<file path="src/rtl/pixel_distributor_if.sv">
// Engine-side bus of the pixel distributor: shared pixel coordinates plus the
// per-engine ready/valid handshake vectors.
interface pixel_distributor_if #(
   parameter int NUM_ENGINES      = 4,
   parameter int PIXEL_DATA_WIDTH = 10
);
   logic [NUM_ENGINES-1:0]      engine_ready;
   logic [NUM_ENGINES-1:0]      pixel_valid;
   logic [PIXEL_DATA_WIDTH-1:0] x0_;
   logic [PIXEL_DATA_WIDTH-1:0] y0_;

   modport master (
      input  engine_ready,
      output pixel_valid,
      output x0_,
      output y0_
   );

   modport slave (
      output engine_ready,
      input  pixel_valid,
      input  x0_,
      input  y0_
   );
endinterface

</file>
<file path="src/rtl/pixel_distributor.sv">
// Raster-scans the screen and hands one pixel coordinate per transfer to the
// engine array, granting ready engines in round-robin order.
module pixel_distributor #(
   parameter int NUM_ENGINES      = 4,
   parameter int PIXEL_DATA_WIDTH = 10,
   parameter int SCREEN_WIDTH     = 640,
   parameter int SCREEN_HEIGHT    = 480
) (
   input  logic                   clk,
   input  logic                   reset,
   input  logic                   start,
   pixel_distributor_if.master    eng,
   output logic                   busy,
   output logic                   frame_done
);

   localparam int PTR_W = (NUM_ENGINES > 1) ? $clog2(NUM_ENGINES) : 1;
   localparam logic [PIXEL_DATA_WIDTH-1:0] X_LAST = PIXEL_DATA_WIDTH'(SCREEN_WIDTH - 1);
   localparam logic [PIXEL_DATA_WIDTH-1:0] Y_LAST = PIXEL_DATA_WIDTH'(SCREEN_HEIGHT - 1);
   localparam logic [PTR_W-1:0]            PTR_LAST = PTR_W'(NUM_ENGINES - 1);

   typedef enum logic [1:0] {
      ST_IDLE  = 2'd0,
      ST_ISSUE = 2'd1,
      ST_DONE  = 2'd2
   } state_e;

   state_e                      state_q, state_d;
   logic [PIXEL_DATA_WIDTH-1:0] x_q, x_d;
   logic [PIXEL_DATA_WIDTH-1:0] y_q, y_d;
   logic [PTR_W-1:0]            rr_q, rr_d;
   logic                        busy_q, busy_d;
   logic                        done_q, done_d;

   int                          cand_s;
   logic [PTR_W-1:0]            cand_idx_s;
   logic                        grant_found_s;
   logic [PTR_W-1:0]            grant_idx_s;
   logic [NUM_ENGINES-1:0]      grant_s;
   logic                        transfer_s;

   // Round-robin search: first ready engine at or after rr_q, wrapping.
   always_comb begin
      cand_s        = 0;
      cand_idx_s    = '0;
      grant_found_s = 1'b0;
      grant_idx_s   = '0;
      for (int k = 0; k < NUM_ENGINES; k++) begin
         cand_s = int'(rr_q) + k;
         if (cand_s >= NUM_ENGINES) begin
            cand_s = cand_s - NUM_ENGINES;
         end else begin
            cand_s = cand_s;
         end
         cand_idx_s = PTR_W'(cand_s);
         if (!grant_found_s && eng.engine_ready[cand_idx_s]) begin
            grant_found_s = 1'b1;
            grant_idx_s   = cand_idx_s;
         end else begin
            grant_found_s = grant_found_s;
         end
      end
   end

   // One-hot grant, only while issuing; any grant is a transfer.
   always_comb begin
      grant_s = '0;
      if ((state_q == ST_ISSUE) && grant_found_s) begin
         grant_s[grant_idx_s] = 1'b1;
      end else begin
         grant_s = '0;
      end
      transfer_s = (grant_s != '0);
   end

   // Next-state, raster counters, round-robin pointer and decoded status.
   always_comb begin
      state_d = state_q;
      x_d     = x_q;
      y_d     = y_q;
      rr_d    = rr_q;
      case (state_q)
         ST_IDLE: begin
            if (start) begin
               state_d = ST_ISSUE;
               x_d     = '0;
               y_d     = '0;
            end else begin
               state_d = ST_IDLE;
            end
         end
         ST_ISSUE: begin
            if (transfer_s) begin
               rr_d = (grant_idx_s == PTR_LAST) ? '0 : grant_idx_s + PTR_W'(1);
               // Final pixel: coordinates freeze until the next start.
               if ((x_q == X_LAST) && (y_q == Y_LAST)) begin
                  state_d = ST_DONE;
               end else if (x_q == X_LAST) begin
                  x_d = '0;
                  y_d = y_q + PIXEL_DATA_WIDTH'(1);
               end else begin
                  x_d = x_q + PIXEL_DATA_WIDTH'(1);
               end
            end else begin
               state_d = ST_ISSUE;
            end
         end
         ST_DONE: begin
            state_d = ST_IDLE;
         end
         default: begin
            state_d = ST_IDLE;
         end
      endcase
      busy_d = (state_d != ST_IDLE);
      done_d = (state_d == ST_DONE);
   end

   // State and output registers with synchronous active-low reset.
   always_ff @(posedge clk) begin
      if (!reset) begin
         state_q <= ST_IDLE;
         x_q     <= '0;
         y_q     <= '0;
         rr_q    <= '0;
         busy_q  <= 1'b0;
         done_q  <= 1'b0;
      end else begin
         state_q <= state_d;
         x_q     <= x_d;
         y_q     <= y_d;
         rr_q    <= rr_d;
         busy_q  <= busy_d;
         done_q  <= done_d;
      end
   end

   assign eng.pixel_valid = grant_s;
   assign eng.x0_         = x_q;
   assign eng.y0_         = y_q;
   assign busy            = busy_q;
   assign frame_done      = done_q;

endmodule

</file>
<file path="src/flat_wrapper.sv">
// flat-port wrapper written by rule: the top's interface ports become plain ports
module pixel_distributor_flat 
#(
   parameter int NUM_ENGINES      = 4,
   parameter int PIXEL_DATA_WIDTH = 10,
   parameter int SCREEN_WIDTH     = 640,
   parameter int SCREEN_HEIGHT    = 480
)
  (clk, reset, start, busy, frame_done, eng_engine_ready, eng_pixel_valid, eng_x0_, eng_y0_);
  pixel_distributor_if #(.NUM_ENGINES(NUM_ENGINES), .PIXEL_DATA_WIDTH(PIXEL_DATA_WIDTH)) eng_i ();
  input  logic clk;
  input  logic reset;
  input  logic start;
  output logic busy;
  output logic frame_done;
  input wire logic [$bits(eng_i.engine_ready)-1:0] eng_engine_ready;
  output wire logic [$bits(eng_i.pixel_valid)-1:0] eng_pixel_valid;
  output wire logic [$bits(eng_i.x0_)-1:0] eng_x0_;
  output wire logic [$bits(eng_i.y0_)-1:0] eng_y0_;
  assign eng_i.engine_ready = eng_engine_ready;
  assign eng_pixel_valid = eng_i.pixel_valid;
  assign eng_x0_ = eng_i.x0_;
  assign eng_y0_ = eng_i.y0_;
  pixel_distributor #(.NUM_ENGINES(NUM_ENGINES), .PIXEL_DATA_WIDTH(PIXEL_DATA_WIDTH), .SCREEN_WIDTH(SCREEN_WIDTH), .SCREEN_HEIGHT(SCREEN_HEIGHT)) u_core (.clk(clk), .reset(reset), .start(start), .eng(eng_i), .busy(busy), .frame_done(frame_done));
endmodule
</file>
<file path="config.mk">
export PLATFORM = sky130hd
export DESIGN_NAME = pixel_distributor_flat
export DESIGN_NICKNAME = d
export VERILOG_FILES = /design/src/rtl/pixel_distributor_if.sv /design/src/rtl/pixel_distributor.sv /design/src/flat_wrapper.sv
export SDC_FILE = /design/constraint.sdc
export NUM_CORES = 1
export LEC_CHECK = 0
export BUFFER_PORTS_ARGS = -buffer_cell sky130_fd_sc_hd__buf_4
export CAP_MARGIN = 40
export CORE_MARGIN = 3
export CORE_UTILIZATION = 48
export DETAILED_ROUTE_END_ITERATION = 7
export PLACE_DENSITY = 0.74
export RECOVER_POWER = 100
export SYNTH_ARGS = -nofsm -noshare
export SYNTH_HDL_FRONTEND = slang
export SYNTH_SLANG_ARGS = --single-unit
</file>
<file path="constraint.sdc">
create_clock -name clk -period 2.6 [get_ports clk]
set_input_delay 0.52 -clock clk [delete_from_list [all_inputs] [get_ports clk]]
set_output_delay 0.52 -clock clk [all_outputs]
set_load 0.03 [all_outputs]
</file>
=== After elaboration in Yosys (flattened, before gate mapping) ===
Cells that the tools add are included.

* Muxes and demuxes: 37
* Reductions and logical operators: 16
* $add $sub $neg: 10
* Eq/ne operators: 9
* Order comparisons: 10

{| class="wikitable"
|+ Operator list
! cell !! count
|-
| 2-to-1 mux 10 bit || 7
|-
| one-hot mux 10 bit (2 select lines) || 2
|-
| 2-to-1 mux 2 bit || 11
|-
| adder 10 x 1 -> 10 bit (second input constant) || 2
|-
| less-than comparator 2 x 3 -> 1 bit (second input constant) || 5
|-
| == test 10 bit (second input constant) || 1
|-
| == test 10 x 9 -> 1 bit (second input constant) || 1
|-
| 2-to-1 mux 1 bit || 10
|-
| >= comparator 3 bit (second input constant) || 3
|-
| binary-select mux 1 bit (select 2 bit) || 4
|-
| subtractor 2 x 1 -> 2 bit (second input constant) || 4
|-
| adder 2 x 2 -> 3 bit (second input constant) || 2
|-
| logical AND 1 bit || 6
|-
| inequality test 2 bit (second input constant) || 3
|-
| AND reduction 5 bit || 1
|-
| == test 2 bit (second input constant) || 2
|-
| 2-to-1 mux 4 bit || 1
|-
| one-hot mux 2 bit (2 select lines) || 1
|-
| AND reduction 4 bit || 1
|-
| nonzero test 2 bit || 2
|-
| nonzero test 4 bit || 1
|-
| adder 2 x 1 -> 3 bit (second input constant) || 1
|-
| >= comparator 2 x 3 -> 1 bit (second input constant) || 1
|-
| zero test 1 bit || 3
|-
| 7 further kinds || 7
|}

* Register bits: 26
* Word-level logic and storage cells: 88
* Output and inout port bits: 26
* Input bits: 7

=== Logic depth before layout (Yosys ltp) ===
* Depth after elaboration: 23
* Gate-level depth with buffers: 11
* Gate-level depth less buffers: 10

=== Worst setup path after synthesis ===
Ideal clock, no wire load.

* Path kind: input to register
* Start: input eng_engine_ready[2]
* End: register u_core.y_q[1], in the netlist u_core.eng.y0_[1]
* Setup slack: -0.020 ns
* Data arrival time: 2.498 ns
* Buffers on the path: 1
* Data required time: 2.478 ns
* Setup time: 0.122 ns
* Stages: 11
* Path through: mux2i_1 nor2_1 nor3_1 inv_1 ha_1 nor4_1 o32ai_2 o31ai_2 buf_4 nor2_1 mux2i_1

* Longest elaborated chain between the ends: 20
* Elaborated cells between the ends (all ways): 32
* Those cells by class: order compare: 2; eq/ne: 1; mux: 19; reduce/logical: 10

{| class="wikitable"
|+ Ends and longest elaborated chain
! what !! RTL line !! text
|-
| from (decl) || flat_wrapper.sv:16 || <nowiki>input wire logic [$bits(eng_i.engine_ready)-1:0] eng_engine_ready;</nowiki>
|-
| binary-select mux 1 bit (select 2 bit) || pixel_distributor.sv:56 || <nowiki>if (!grant_found_s && eng.engine_ready[cand_idx_s]) begin</nowiki>
|-
| 2-to-1 mux 1 bit (implied by the code) || pixel_distributor.sv:56 ||
|-
| 2-to-1 mux 1 bit || pixel_distributor.sv:56 ||
|-
| zero test 1 bit || pixel_distributor.sv:56 ||
|-
| logical AND 1 bit || pixel_distributor.sv:56 ||
|-
| 2-to-1 mux 1 bit || pixel_distributor.sv:56 ||
|-
| zero test 1 bit || pixel_distributor.sv:56 ||
|-
| logical AND 1 bit || pixel_distributor.sv:56 ||
|-
| [4 not listed] || n/a ||
|-
| less-than comparator 2 x 3 -> 1 bit (implied by the code) / >= comparator 2 x 1 -> 1 bit (equally long branches) || pixel_distributor.sv:69 || <nowiki>grant_s[grant_idx_s] = 1'b1;</nowiki>
|-
| logical AND 1 bit (implied by the code) || pixel_distributor.sv:69 ||
|-
| 2-to-1 mux 1 bit (implied by the code) || pixel_distributor.sv:69 ||
|-
| demux 1 bit (select 2 bit) || n/a ||
|-
| 2-to-1 mux 4 bit * || pixel_distributor.sv:68 || <nowiki>if ((state_q == ST_ISSUE) && grant_found_s) begin</nowiki>
|-
| nonzero test 4 bit * || pixel_distributor.sv:73 || <nowiki>transfer_s = (grant_s != '0);</nowiki>
|-
| inequality test 2 x 1 -> 1 bit (no line) * || n/a ||
|-
| AND reduction 5 bit (no line) * || n/a ||
|-
| to (signal assigned) || pixel_distributor.sv:131 || <nowiki>y_q <= y_d;</nowiki>
|-
| to (decl) || pixel_distributor.sv:30 || <nowiki>logic [PIXEL_DATA_WIDTH-1:0] y_q, y_d;</nowiki>
|}

Every way passes the cells marked *; elsewhere a longest branch is shown, timed or not. The select of a mux whose other input is x is not followed.
A chain may end at the register's enable or synchronous reset.

=== Worst setup path in the final report ===
* Start: register u_core.rr_q[1]
* End: register u_core.y_q[2], in the netlist u_core.eng.y0_[2]

* Longest elaborated chain between the ends: 22
* Elaborated cells between the ends (all ways): 47
* Those cells by class: add/sub: 7; order compare: 6; eq/ne: 1; mux: 23; reduce/logical: 10

{| class="wikitable"
|+ Ends and longest elaborated chain
! what !! RTL line !! text
|-
| from (decl) || pixel_distributor.sv:31 || <nowiki>logic [PTR_W-1:0] rr_q, rr_d;</nowiki>
|-
| from (signal assigned) || pixel_distributor.sv:132 || <nowiki>rr_q <= rr_d;</nowiki>
|-
| parallel branches: the longest is 18 deep, another holds adder 2 x 1 -> 3 bit || n/a ||
|-
| 2-to-1 mux 4 bit * || pixel_distributor.sv:68 ||
|-
| nonzero test 4 bit * || pixel_distributor.sv:73 ||
|-
| inequality test 2 x 1 -> 1 bit (no line) * || n/a ||
|-
| AND reduction 5 bit (no line) * || n/a ||
|}

Every way passes the cells marked *. The select of a mux whose other input is x is not followed.

==> out/metrics.csv <==
stage;metric;value;unit
job;max-capacitance violation count;0;
timing;worst-case headroom to the max-slew limit;66.8;%
clocking;clock slew at the register clock pins of the worst setup and hold paths;0.14;ns
synthesis;total standard cell area after synthesis;1560;sq um
synthesis;distinct cell type count after synthesis;48;
timing;summed negative setup slack over all endpoints;0;ns
critical_path;delay of the slowest cell on the worst path;0.40;ns
floorplan;number of placement rows;20;
timing;setup slack after layout;0.0686;ns
worst_hold_path;Worst Hold Class;in2reg;
layout;signed area change from the synthesized netlist to the final layout;28.8;%
layout;ratio of cells with drive above 1 in the final layout;23.8;%
clocking;CTS tree;yes;
pwr;Power Density;425;nW/um^2
clocking;clock root buffer;clkbuf_4;
routing;first-pass iteration count of the detailed router;4;
critical_path;cell repeated most along the worst path;buf_4;
critical_path;Critical Path Start;u_core.rr_q[1];
floorplan;die width;63.0;um
critical_path;Worst Path Required;2.83;ns
place;Area after DPL;1920;sq um
grt;number of global-route vias before repair;1472;
timing;slew at the pin closest to its max-slew limit;0.497;ns
floorplan;area inside the core boundary;3080;sq um
worst_hold_path;hold path startpoint;start;
synthesis;most instantiated flip-flop cell in the synthesis netlist;dfxtp_1;
layout;post-route cell area;2010;sq um
synthesis;FF+latch count, synth;26;
synthesis;cell with the most instances after synthesis;dfxtp_1;
timing;Final Cycle Share;97.4;%
grt;all-layer global routing usage;20.0;%
layout;filler instances;284;
critical_path;CP Cell Sequence;mux2i_1 -> nor2_1 -> nor3_1 -> buf_4 -> ha_2 -> nor4_4 -> buf_4 -> o32ai_4 -> o31ai_4 -> buf_4 -> o311ai_2 -> o21ai_1;
clocking;CTS HTree Levels;1;
critical_path;data arrival time of the critical path;2.76;ns
grt;wire length of the first global-routing pass;6.57;mm
routing;DR vias;1599;
timing;maximum achievable frequency;395;MHz
synthesis;Ys Warns;0;
synthesis;Post-synth EDFFs;0;
floorplan;vertical die dimension;63.0;um
grt;total congestion overflow;0;
critical_path;kind of end point of the critical path;register;
timing;final-report max-slew violation count;0;
critical_path;kind of start point of the critical path;register;
routing;routed length per instance;14.9;um
critical_path;critical register-to-register path startpoint;u_core.rr_q[1];
critical_path;R2R setup slack;0.07;ns
critical_path;Critical Path Slowest Stage Cell;dfxtp_4;
synthesis;gate count after technology mapping;183;
layout;antenna diode count;0;
synthesis;Yosys top cell area share;33.4;%
synthesis;top cell types by occurrence after synthesis;26 x dfxtp_1, 20 x nand2_1, 13 x nor2_1;
routing;Post-route DRC;0;
layout;NumNets Final;241;
floorplan;initial core utilization;50.6;%
place;Port Buf Inserts;32;
pwr;leakage power figure;0.714;nW
clocking;number of sinks handled by clock tree synthesis;26;
timing;final critical-path required period;2.53;ns
place;routability congestion estimate;0.858;
timing;number of endpoints failing setup at the final stage;0;
grt;number of antenna violations at the first check in global routing;0;
routing;average vias per placed instance;5.90;
place;half-perimeter wire length after detailed placement;2.80;mm
clocking;total CTS buffers;3;
clocking;CTS max path bufs;2;
synthesis;cell type contributing the most total cell area after synthesis;dfxtp_1;
critical_path;Crit Path Max Fanout;7;
synthesis;average instance area after synthesis;8.51;sq um
routing;Post-DRT Antenna Nets;0;
synthesis;Synth Net Count;196;
critical_path;Worst Path Class, Setup;reg2reg;
pwr;Peak VDD IR;0.265;mV
timing;number of hold-slack violations in the final timing report;0;
status;result of the run;finished clean;
synthesis;post-synthesis async set-or-reset flop share;0;%
floorplan;ports placed on the boundary;33;
place;pre-CTS setup slack;-0.175;ns
synthesis;top cells by area in the synthesized netlist;dfxtp_1 33%, ha_1 4.8%, nand2_1 4.8%, and3_1 3.2%, nor2_1 3.1%;
routing;number of design-rule violations left by the first detailed-router iteration;95;
grt;pin count of the biggest net entering global routing;34;
synthesis;share of the yosys chip area belonging to registers;33.4;%
clocking;clock latency reported for the late side of the worst-skew pair;0.33;ns
timing;worst hold slack;0.461;ns
routing;routed wire length;4.04;mm
timing;RSZ-0062 raised after global routing;yes;
floorplan;Die ar.;3960;sq um
timing;worst-case clock skew;0.00355;ns
critical path: cells and delay by family, from the launching register on:
kind,cells,cell delay (ns)
AOI/OAI and AO/OA,4,0.82
buffers and inverters,3,0.51
adders and majority gates,1,0.21
muxes,1,0.21
and+or+nand+nor,3,0.28
DFF,1,0.40
path summary, 6_finish.rpt:
| check | end | depth (start not counted) |
|---|---|---|
| worst max register to register | u_core.eng.y0_[2] | 12 |
| worst min register to register | u_core.eng.y0_[4] | 2 |
| worst min-delay path | u_core.busy | 3 |
| worst max-delay path | u_core.eng.y0_[2] | 12 |
cell type report:
type,count,area (sq um),area share (%)
Clock buffer,4,36.3,1.81
Inverter,4,15.0,0.749
Multi-Input combinational cell,144,1090,54.3
Sequential cell,26,526,26.2
Tap cell,44,55.1,2.74
Timing Repair Buffer,49,285,14.2
layout by cell type (no fill, tap or decap), drive strengths merged:
cell / count
buf: 27
dfxtp: 26
clkbuf: 26
nand2: 20
nor2: 13
and3: 9
a21oi: 8
nand3: 8
nand2b: 8
a31oi: 6
o21ai: 6
o311ai: 6
ha: 6
and2: 5
nor3: 4
o32ai: 4
a21boi: 4
o31ai: 4
inv: 4
nor4: 4
mux2i: 3
o21a: 3
nand3b: 3
nand4: 3
nor3b: 2
o211ai: 2
or4: 2
o22ai: 2
o22a: 1
nand4b: 1
nand4bb: 1
nor2b: 1
and2b: 1
or2: 1
o41ai: 1
o2bb2ai: 1
o211a: 1
per-layer routing:
| layer | share of wire, % | vias to the layer above | GRT usage, % |
|---|---|---|---|
| li1 | - | 775 | - |
| met1 | 42 | 757 | 24.7 |
| met2 | 50 | 62 | 34.0 |
| met3 | 6.9 | 5 | 3.96 |
| met4 | 1.2 | 0 | 7.44 |
| met5 | 0 | - | 0 |
repair_timing:
action,4_1_cts,5_1_grt
setup buffers,0,2
gates resized for setup,1,21
hold buffers,0,0
pin swaps,0,1
endpoints found under the setup margin,6,18
cells by family after synthesis:
group	count (synthesis)	share of synthesized area [%]
AO/OA/AOI/OAI	49	22.7
adder cells (fa/ha/maj)	6	4.82
buffers and inverters	13	4.02
flip-flops	26	33.4
multiplexers	3	1.93
AND/OR/NAND/NOR	86	33.1
state kept, by name, indices dropped and copies added (netlist names):
signal and flops:
u_core.eng.x0_ 10, u_core.eng.y0_ 10, u_core.rr_q 2, u_core.state_q 2
u_core.busy 1, u_core.frame_done 1
power breakdown:
part / switching [mW] / leakage, nW / internal (mW) / total [mW]
clock: 0.127 / 0.0210 / 0.0859 / 0.213
combinational: 0.125 / 0.482 / 0.101 / 0.226
sequential: 0.00785 / 0.211 / 0.406 / 0.414
total: 0.260 / 0.714 / 0.593 / 0.852
through the flow:
step	instances	total power, mW	utilization [%]
floorplan	183	0.536	-
global placement	265	0.602	62.5
detailed placement	265	0.610	62.5
CTS	269	0.820	63.7
global route	271	0.898	65.2
finish	271	0.852	65.2
(Power assumes the default switching activity.)
